[src/rtl/fetch_unit.sv]
// Fetch-stage PC and IF/ID latch controller.
// Drives a registered-read instruction memory and presents instr / next-PC / valid to decode.
module fetch_unit #(
   parameter logic [31:0] RESET_PC = 32'd0
) (
   input  logic        clk,
   input  logic        rst,
   input  logic        stall,
   input  logic        branch_taken,
   input  logic [31:0] branch_target,
   output logic [31:0] mem_addr,
   input  logic [31:0] mem_data,
   output logic [31:0] if_instr,
   output logic [31:0] if_npc,
   output logic        if_valid,
   output logic [31:0] fetch_count
);

   typedef enum logic [1:0] {
      EDGE_RUN      = 2'd0,
      EDGE_HOLD     = 2'd1,
      EDGE_REDIRECT = 2'd2
   } edge_mode_t;

   edge_mode_t  mode;

   logic [31:0] pc_reg;
   logic [31:0] pc_next;
   logic [31:0] fetch_pc_reg;
   logic [31:0] fetch_pc_next;
   logic        fetch_v_reg;
   logic        fetch_v_next;
   logic [31:0] instr_reg;
   logic [31:0] instr_next;
   logic [31:0] npc_reg;
   logic [31:0] npc_next;
   logic        valid_reg;
   logic        valid_next;
   logic [31:0] count_reg;
   logic [31:0] count_next;

   // A redirect beats a stall; a stall re-presents the in-flight address so
   // the memory keeps that word on its output for the release edge.
   always_comb begin
      mode = EDGE_RUN;
      if (branch_taken) begin
         mode = EDGE_REDIRECT;
      end else if (stall) begin
         mode = EDGE_HOLD;
      end
   end

   always_comb begin
      mem_addr = pc_reg;
      case (mode)
         EDGE_REDIRECT: mem_addr = branch_target;
         EDGE_HOLD:     mem_addr = fetch_pc_reg;
         default:       mem_addr = pc_reg;
      endcase
   end

   always_comb begin
      pc_next       = pc_reg;
      fetch_pc_next = fetch_pc_reg;
      fetch_v_next  = fetch_v_reg;
      instr_next    = instr_reg;
      npc_next      = npc_reg;
      valid_next    = valid_reg;
      count_next    = count_reg;
      case (mode)
         EDGE_REDIRECT: begin
            // Both the in-flight and the latched word are wrong-path.
            valid_next    = 1'b0;
            fetch_pc_next = branch_target;
            fetch_v_next  = 1'b1;
            pc_next       = branch_target + 32'd1;
         end
         EDGE_RUN: begin
            instr_next    = mem_data;
            npc_next      = fetch_pc_reg + 32'd1;
            valid_next    = fetch_v_reg;
            fetch_pc_next = pc_reg;
            fetch_v_next  = 1'b1;
            pc_next       = pc_reg + 32'd1;
            if (fetch_v_reg) begin
               count_next = count_reg + 32'd1;
            end
         end
         default: begin
         end
      endcase
   end

   always_ff @(posedge clk or posedge rst) begin
      if (rst) begin
         pc_reg       <= RESET_PC;
         fetch_pc_reg <= 32'd0;
         fetch_v_reg  <= 1'b0;
         instr_reg    <= 32'd0;
         npc_reg      <= 32'd0;
         valid_reg    <= 1'b0;
         count_reg    <= 32'd0;
      end else begin
         pc_reg       <= pc_next;
         fetch_pc_reg <= fetch_pc_next;
         fetch_v_reg  <= fetch_v_next;
         instr_reg    <= instr_next;
         npc_reg      <= npc_next;
         valid_reg    <= valid_next;
         count_reg    <= count_next;
      end
   end

   assign if_instr    = instr_reg;
   assign if_npc      = npc_reg;
   assign if_valid    = valid_reg;
   assign fetch_count = count_reg;

endmodule

[config.mk]
export PLATFORM = sky130hd
export DESIGN_NAME = fetch_unit
export DESIGN_NICKNAME = d
export VERILOG_FILES = /design/src/rtl/fetch_unit.sv
export SDC_FILE = /design/constraint.sdc
export NUM_CORES = 1
export LEC_CHECK = 0
export ABC_AREA = 1
export BUFFER_PORTS_ARGS = -buffer_cell sky130_fd_sc_hd__buf_2
export CAP_MARGIN = 40
export CORE_UTILIZATION = 55
export DETAILED_ROUTE_END_ITERATION = 7
export GPL_TIMING_DRIVEN = 0
export PLACE_DENSITY = 0.81
export SYNTH_ARGS = -nofsm -noshare
export SYNTH_HDL_FRONTEND = slang
export SYNTH_SLANG_ARGS = --single-unit
[constraint.sdc]
create_clock -name clk -period 7 [get_ports clk]
set_input_delay 2.1 -clock clk [delete_from_list [all_inputs] [get_ports clk]]
set_output_delay 2.1 -clock clk [all_outputs]
set_load 0.05 [all_outputs]
==> results.cfg, run 1 <==
[floorplanning]
chipHeight_um = 127
io_pins = 197
floorplan.rows = 45
fp.dieW_um = 127
design.die.area_sq_mm = 0.0160
core_area_sq_mm = 0.0151
initial_utilization_pct = 56.3

[pwr]
share_seq_of_total_power_pct = 40.9
power.leakage_nw = 5.36
power_report.internal_total_mw = 1.71
net-switching-power_mw = 1.05
netSwitchingFraction_pct = 38.1
ir_worst_vdd_mv = 0.246
power.clock.fraction_pct = 32.3
comb_power_share_pct = 26.7
power-per-cell-area_mw_per_mm2 = 268

[layout]
design_area_sq_mm = 0.0103
layout.cells.non_filler = 1556
syn2layout_area_growth_pct = 21.2
drive_gt1_share_pct = 20.2
finalNetCount = 1427
core_occupancy_in_the_finished_layout_pct = 68.2
diodes = 0
final.fill_count = 1297

[sta]
skew_ps = 14.1
maxSlewViolCount = 0
rsz0062_at_grt = false
final_critical_path_setup_slack_ps = 973
fin_hold_viols = 0
finalSetupViolCount = 0
worst_slew_margin_rel_pct = 60.4
final.period_utilization_pct = 86.1
fmax_mhz = 166
timing_worst_slew_pin_value_ps = 595
final.min_clock_period_ps = 6030

[drt]
ant_nets = 0
totalWireLength_mm = 23.0
firstDrtPassIters = 6
detail_route.drc_violations = 0
vias_per_cell = 5.24
wire_per_inst_um = 14.8
dr_total_vias = 8159
drt_iter0_markers = 497

[clock_tree]
clock-root-buffer = sky130_fd_sc_hd__clkbuf_16
cts_setup_buffers = 0
clock_tree_from_tritoncts = yes
clock_latency_ps = 430
clk_pin_slew_worst_paths_ps = 60
hold_buffers = 0
cts_max_level = 4
clock-sinks = 162
cts_resized = 0
clock_path_buffers = 2
numCtsBuffers = 17

[worst_hold_path]
min-delay-path-class = reg2reg

[synth]
postSynthNetCount = 1211
avg_inst_size_synth_sq_um = 7.48
ys_ff_latch = 162
ys.warnings.count = 0
synthesis.instances = 1140
synth-seq-area-share_pct = 47.5
syn_area_sq_mm = 0.00853
netlist-cell-type-count = 32

[placed_design]
dp.final_hpwl_mm = 17.5
port-buffer-count = 196
dp_slack_ps = 1020
gp_congestion = 0.920
dpl-instance-area_sq_mm = 0.00978
dp.cells = 1525

[global_routing]
overflow = 0
grt_max_degree = 119
first_global_vias = 7649
grt_first_pass_wirelength_mm = 37.3
grt_use_total_pct = 29.7
grt_antenna_before_repair = 0

[job]
maxCapViolCount = 0

[critical_path]
critical_path_required_ps = 4900
worst-path-max-fanout = 10
worstSetupStartpointType = input pin
path_class = in2out
worstSetupEndpointType = output port
critical_path_arrival_ps = 3930

[run_status]
outcome = finished clean
[worst max-delay path, cell delays in order]
cell	delay (ps)
sky130_fd_sc_hd__buf_2	120
sky130_fd_sc_hd__inv_1	90
sky130_fd_sc_hd__nor2_2	320
sky130_fd_sc_hd__clkinv_1	240
sky130_fd_sc_hd__clkbuf_1	320
sky130_fd_sc_hd__o21ai_0	390
sky130_fd_sc_hd__buf_2	330
[power by group through the flow]
stage	Combinational, mW	Clock, mW	Sequential [mW]
floorplan	0.307	0	1.38
global route	0.797	0.942	1.15
detailed placement	0.741	0	1.15
CTS	0.742	0.905	1.13
global placement	0.726	0	1.14
finish	0.740	0.895	1.13
[Yosys cell counts (all sizes together)]
master / instances / area share [%]
dfrtp: 162 / 48
nand3: 70 / 4.1
xor2: 31 / 3.2
nand2: 493 / 22
nor4: 2 / 0.15
ha: 3 / 0.44
buf: 10 / 0.94
nor3: 11 / 0.65
clkbuf: 27 / 1.2
and3: 1 / 0.073
nor3b: 2 / 0.18
nand3b: 3 / 0.26
or2: 2 / 0.15
a31oi: 9 / 0.66
nor2: 105 / 5.6
o21a: 2 / 0.18
and2: 3 / 0.22
o31ai: 2 / 0.18
o21ai: 90 / 5.3
nand4: 15 / 1.1
clkinv: 1 / 0.044
xnor2: 23 / 2.4
inv: 73 / 3.2
[stage by stage]
step                      power, mW  hold WS, ps  TNS, ps
after floorplan                1.68          449        0
after global placement         1.87          449  -197700
after detailed placement       1.89          453        0
after CTS                      2.78          470        0
after global routing           2.88          484        0
final                          2.77          466        0
[layer usage]
metal,up-vias,track usage (%),share of wire [%]
met5,-,0,0
met4,0,12.0,3.2
met3,58,5.06,5.1
met2,297,49.3,48
met1,3762,38.9,44
li1,4042,-,-
[layout make-up]
cell class              count  area, sq um  share of cell area, %
inverters                  74          285                   2.76
repair buffers            197         1010                   9.76
clock inverters            13          128                   1.24
plain buffers              37          181                   1.76
well taps                 188          235                   2.28
flip-flops and latches    162         4050                   39.2
multi-input cells         867         4010                   38.8
clock buffers              18          429                   4.15
[logic make-up after synthesis]
family | Yosys count | synth area share (%)
DFF | 162 | 47.5
and+or+nand+nor | 707 | 34.7
buffers and inverters | 111 | 5.39
AOI/OAI and AO/OA | 103 | 6.34
adders and majority gates | 3 | 0.440
xor gates and xnor gates | 54 | 5.55
[worst paths after layout]
| check | cells past startpoint | start | slack [ps] | end |
|---|---|---|---|---|
| min in group asynchronous | 2 | rst | 1650 | fetch_count[31] |
| hold reg to reg | 2 | if_instr[28] | 470 | if_instr[28] |
| hold / removal | 2 | if_instr[28] | 470 | if_instr[28] |
| setup reg to reg | 10 | fetch_pc_reg[1] | 5010 | if_npc[26] |
| max in group asynchronous | 3 | rst | 4480 | pc_reg[29] |
| setup / recovery | 7 | stall | 970 | mem_addr[10] |
[placed cells by master (no fill, tap or decap), types with 8 or more instances in the layout]
| cell type | n |
|---|---|
| sky130_fd_sc_hd__nor2_2 | 10 |
| sky130_fd_sc_hd__xnor2_1 | 23 |
| sky130_fd_sc_hd__buf_2 | 200 |
| sky130_fd_sc_hd__o21ai_0 | 88 |
| sky130_fd_sc_hd__nor3_1 | 11 |
| sky130_fd_sc_hd__nand2_1 | 477 |
| sky130_fd_sc_hd__nand2_2 | 15 |
| sky130_fd_sc_hd__nand4_1 | 15 |
| sky130_fd_sc_hd__inv_1 | 70 |
| sky130_fd_sc_hd__clkbuf_16 | 17 |
| sky130_fd_sc_hd__xor2_1 | 31 |
| sky130_fd_sc_hd__nor2_4 | 8 |
| sky130_fd_sc_hd__nor2_1 | 87 |
| sky130_fd_sc_hd__a31oi_1 | 9 |
| sky130_fd_sc_hd__dfrtp_1 | 162 |
| sky130_fd_sc_hd__nand3_1 | 70 |
| sky130_fd_sc_hd__clkbuf_1 | 28 |
Power figures use the tool's default switching activity.
==> inputs of run 2 (changes only) <==
- RECOVER_POWER: unset -> 100
- SLEW_MARGIN: unset -> 5
==> results.cfg, run 2 (same netlist as run 1, synthesis figures left out) <==
[clock_tree]
hold_buffers = 0
clock-root-buffer = sky130_fd_sc_hd__clkbuf_16
clock-sinks = 162
cts_setup_buffers = 0
clock_tree_from_tritoncts = yes
numCtsBuffers = 17
clock_path_buffers = 2
cts_resized = 0
cts_max_level = 4
clk_pin_slew_worst_paths_ps = 60
clock_latency_ps = 430

[critical_path]
worstSetupStartpointType = input pin
crit_path_start = stall
worst-path-max-fanout = 10
critical_path_required_ps = 4900
crit_end = mem_addr[10]
critical_path_arrival_ps = 4330
reg2regPathDepth = 10
worstSetupEndpointType = output port
path_class = in2out
crit-reg2reg-capture = fetch_count[26]
r2r_slack_ps = 4690
worst_r2r_startpoint = fetch_count[0]

[run_status]
violations_in_the_final_reports = max-capacitance violations, max-slew violations
outcome = finished with violations

[drt]
ant_nets = 0
drt_iter0_markers = 484
dr_total_vias = 8111
vias_per_cell = 5.21
totalWireLength_mm = 23.1
firstDrtPassIters = 8
detail_route.drc_violations = 0
wire_per_inst_um = 14.9

[pwr]
ir_worst_vdd_mv = 0.238
power.leakage_nw = 4.89
power-per-cell-area_mw_per_mm2 = 273
report.power.total_mw = 2.74

[placed_design]
dp.cells = 1525
gp_congestion = 0.920
port-buffer-count = 196
dp.final_hpwl_mm = 17.5

[global_routing]
first_global_vias = 7649
grt_antenna_before_repair = 0
grt_first_pass_wirelength_mm = 37.3
grt_use_total_pct = 29.7
overflow = 0
grt_max_degree = 119

[layout]
final_cell_mix = sky130_fd_sc_hd__nand2_1 (483), sky130_fd_sc_hd__dfrtp_1 (162), sky130_fd_sc_hd__clkbuf_1 (161)
diodes = 0
multi_input_gate_area_in_the_final_layout_sq_mm = 0.00393
finalNetCount = 1427
mostFrequentLayoutCell = sky130_fd_sc_hd__nand2_1
drive_gt1_share_pct = 9.14
syn2layout_area_growth_pct = 17.8
final.fill_count = 1410
layout.cells.non_filler = 1556
area.sequential_sq_mm = 0.00405

[sta]
worst_slew_margin_rel_pct = -90.7
worst_hold_slack_ps = 473
rsz0062_at_grt = false
maxSlewViolCount = 165
timing_worst_slew_pin_value_ps = 2860
finalSetupViolCount = 0
fin_hold_viols = 0
fmax_mhz = 156
final.min_clock_period_ps = 6430
skew_ps = 14.8
final.period_utilization_pct = 91.8

[worst_hold_path]
min-delay-path-class = reg2reg

[floorplanning]
design.die.area_sq_mm = 0.0160
core_area_sq_mm = 0.0151
chipHeight_um = 127
initial_utilization_pct = 56.3
fp.dieW_um = 127
floorplan.rows = 45
io_pins = 197

[job]
maxCapViolCount = 2
==> run 2: cell types whose count changed in the layout (fill, tap and decap cells not counted), sizes merged <==
| cell | change |
|---|---|
| buf | -134 |
| clkbuf | +134 |
| clkinvlp | +1 |
| inv | -1 |
==> run 2: where the power goes <==
part	internal, mW	switching [mW]	total [mW]
sequential	1.05	0.0882	1.14
combinational	0.143	0.567	0.710
clock	0.495	0.401	0.896
==> run 2: cell type report <==
type	count	area share [%]
buffer	37	1.67
clock buffer	18	4.27
clock inverter	13	1.27
inverter	74	2.78
multi-input combinational	867	39.1
sequential	162	40.4
tap	188	2.34
timing repair buffer	197	8.21
==> run 2: metrics by stage <==
stage / instance area, sq um / setup WS, ps / util [%] / TNS, ps
final: 10000 / 572 / 66.3 / 0
after global routing: 10000 / 415 / 66.3 / 0
after CTS: 10300 / 1010 / 68.2 / 0
after detailed placement: 9780 / 1020 / 64.6 / 0
after global placement: 9740 / -1230 / 64.3 / -197700
after floorplan: 8530 / 523 / - / 0
==> run 2: worst max-delay path, cell delays in order <==
cell,delay (ps)
sky130_fd_sc_hd__clkbuf_1,130
sky130_fd_sc_hd__inv_1,70
sky130_fd_sc_hd__nor2_1,480
sky130_fd_sc_hd__clkinv_1,300
sky130_fd_sc_hd__clkbuf_1,330
sky130_fd_sc_hd__o21ai_0,400
sky130_fd_sc_hd__clkbuf_1,510
==> run 2: per-layer routing <==
metal,part of all wire (%),GRT usage [%],vias up
li1,-,-,4036
met1,45,38.9,3755
met2,48,49.3,268
met3,4.7,5.06,52
met4,3.1,12.0,0
met5,0,0,-
==> run 2: worst min path at each step <==
| stage | startpoint | endpoint | slack (ps) | cells after the start |
|---|---|---|---|---|
| floorplan | pc_reg[1] | pc_reg[1] | 450 | 2 |
| global placement | if_instr[21] | if_instr[21] | 450 | 2 |
| detailed placement | if_instr[11] | if_instr[11] | 450 | 2 |
| CTS | if_instr[28] | if_instr[28] | 470 | 2 |
| global route | if_instr[23] | if_instr[23] | 490 | 2 |
| finish | if_npc[1] | if_npc[1] | 470 | 2 |
==> inputs of run 3 (changes only) <==
- ABC_CLOCK_PERIOD_IN_PS: unset -> 7000
- PLACE_DENSITY: 0.81 -> unset
- PLACE_DENSITY_LB_ADDON: unset -> 0.25
==> results.cfg, run 3 (same netlist as run 1, synthesis figures left out) <==
[pwr]
report.power.total_mw = 2.71
ir_worst_vdd_mv = 0.266
power-per-cell-area_mw_per_mm2 = 270
power.leakage_nw = 4.89

[sta]
skew_ps = 9.52
final.period_utilization_pct = 91.8
finalSetupViolCount = 0
timing_worst_slew_pin_value_ps = 3740
fin_tns_setup_ps = 0
fmax_mhz = 156
worst_slew_margin_rel_pct = -151
fin_hold_viols = 0
rsz0062_at_grt = false
final.min_clock_period_ps = 6430
final_critical_path_setup_slack_ps = 574
maxSlewViolCount = 88
worst_hold_slack_ps = 469

[clock_tree]
clock_tree_from_tritoncts = yes
clock_latency_ps = 430
cts_resized = 0
clock-sinks = 162
clock_path_buffers = 2
cts_setup_buffers = 0
hold_buffers = 0
clock-root-buffer = sky130_fd_sc_hd__clkbuf_16
cts_max_level = 4
numCtsBuffers = 17
clk_pin_slew_worst_paths_ps = 60

[drt]
wire_per_inst_um = 14.7
detail_route.drc_violations = 0
dr_total_vias = 8095
vias_per_cell = 5.20
totalWireLength_mm = 22.8
drt_iter0_markers = 524
firstDrtPassIters = 5
ant_nets = 0

[floorplanning]
design.die.area_sq_mm = 0.0160
initial_utilization_pct = 56.3
core_area_sq_mm = 0.0151
chipHeight_um = 127
fp.dieW_um = 127
floorplan.rows = 45
io_pins = 197

[critical_path]
worst_r2r_startpoint = fetch_count[0]
worstSetupEndpointType = output port
critPathTopFamily = buffers and inverters
timing.critical_path.slowest_stage_cell = sky130_fd_sc_hd__nor2_1
worstSetupStartpointType = input pin
critical_path_arrival_ps = 4330
cp_slowest_stage_delay_ps = 520
worst-path-max-fanout = 10
cp_bufs_invs = 5
crit-reg2reg-capture = fetch_count[30]
critical_path.cell_chain = clkbuf_1, inv_1, nor2_1, clkinv_1, clkbuf_1, o21ai_0, clkbuf_1
reg2regPathDepth = 10
r2r_slack_ps = 4710
critical_path_required_ps = 4900
timing.critical_path.mode_cell = sky130_fd_sc_hd__clkbuf_1
path_class = in2out

[run_status]
violations_in_the_final_reports = max-capacitance violations, max-slew violations
outcome = finished with violations

[worst_hold_path]
min-delay-path-class = reg2reg
whs_endpoint = if_instr[25]
whs_path_depth = 2
hold_path.startpoint = if_instr[25]

[layout]
design_area_sq_mm = 0.0100
finalNetCount = 1427
final.fill_count = 1499
drive_gt1_share_pct = 8.99
mostFrequentLayoutCell = sky130_fd_sc_hd__nand2_1
final_cell_mix = sky130_fd_sc_hd__nand2_1 (486), sky130_fd_sc_hd__dfrtp_1 (162), sky130_fd_sc_hd__clkbuf_1 (160)
syn2layout_area_growth_pct = 17.7
diodes = 0

[global_routing]
grt_first_pass_wirelength_mm = 37.2
grt_max_degree = 89
grt_antenna_before_repair = 0
overflow = 0
first_global_vias = 7580
grt_use_total_pct = 29.7

[job]
maxCapViolCount = 1

[placed_design]
gp_congestion = 0.936
dp.final_hpwl_mm = 17.4
dp_slack_ps = 980
dpl-instance-area_sq_mm = 0.00978
port-buffer-count = 196
-- run 3: stage by stage --
step / utilization, % / cells
finish: 66.3 / 1556
global placement: 64.3 / 1524
global route: 66.3 / 1556
detailed placement: 64.6 / 1525
floorplan: - / 1140
CTS: 68.1 / 1556
-- run 3: area by class of cell --
cell class	count	area [sq um]	share of cell area, %
Timing Repair Buffer	197	851	8.48
Multi-Input combinational cell	867	3920	39.1
Tap cell	188	235	2.34
Clock buffer	21	460	4.59
Inverter	74	279	2.78
Sequential cell	162	4050	40.4
Buffer	37	156	1.56
Clock inverter	10	78.8	0.785
-- run 3: worst max-delay path by stage --
stage | startpoint | to | slack [ps] | depth (start not counted)
final | stall | mem_addr[7] | 570 | 7
after global routing | stall | mem_addr[2] | 400 | 7
after CTS | stall | mem_addr[10] | 970 | 7
after detailed placement | stall | mem_addr[10] | 980 | 7
after global placement | rst | if_instr[31] | -1220 | 2
after floorplan | rst | fetch_count[0] | 520 | 1
-- run 3: power by group --
| group | total, mW | switching [mW] | leakage [nW] | internal [mW] |
|---|---|---|---|---|
| sequential | 1.13 | 0.0873 | 2.00 | 1.05 |
| combinational | 0.710 | 0.566 | 2.64 | 0.144 |
| clock | 0.864 | 0.390 | 0.253 | 0.474 |
-- run 3: layer usage --
layer	vias up	wire (um)	global-route usage [%]
li1	4038	-	-
met1	3754	10500	39.7
met2	251	10500	48.6
met3	52	1090	4.43
met4	0	730	12.3
met5	-	0	0
-- run 3: worst register-to-register path: stages (launching register included) --
cell                      delay [ps]
sky130_fd_sc_hd__dfrtp_1         410
sky130_fd_sc_hd__ha_1            190
sky130_fd_sc_hd__nand3_1         100
sky130_fd_sc_hd__nor2_1          210
sky130_fd_sc_hd__nand2_1         140
sky130_fd_sc_hd__nor2_1          250
sky130_fd_sc_hd__nand2_2         100
sky130_fd_sc_hd__nor2_1          310
sky130_fd_sc_hd__nand2_1         200
sky130_fd_sc_hd__nor2_1          160
sky130_fd_sc_hd__xor2_1          150
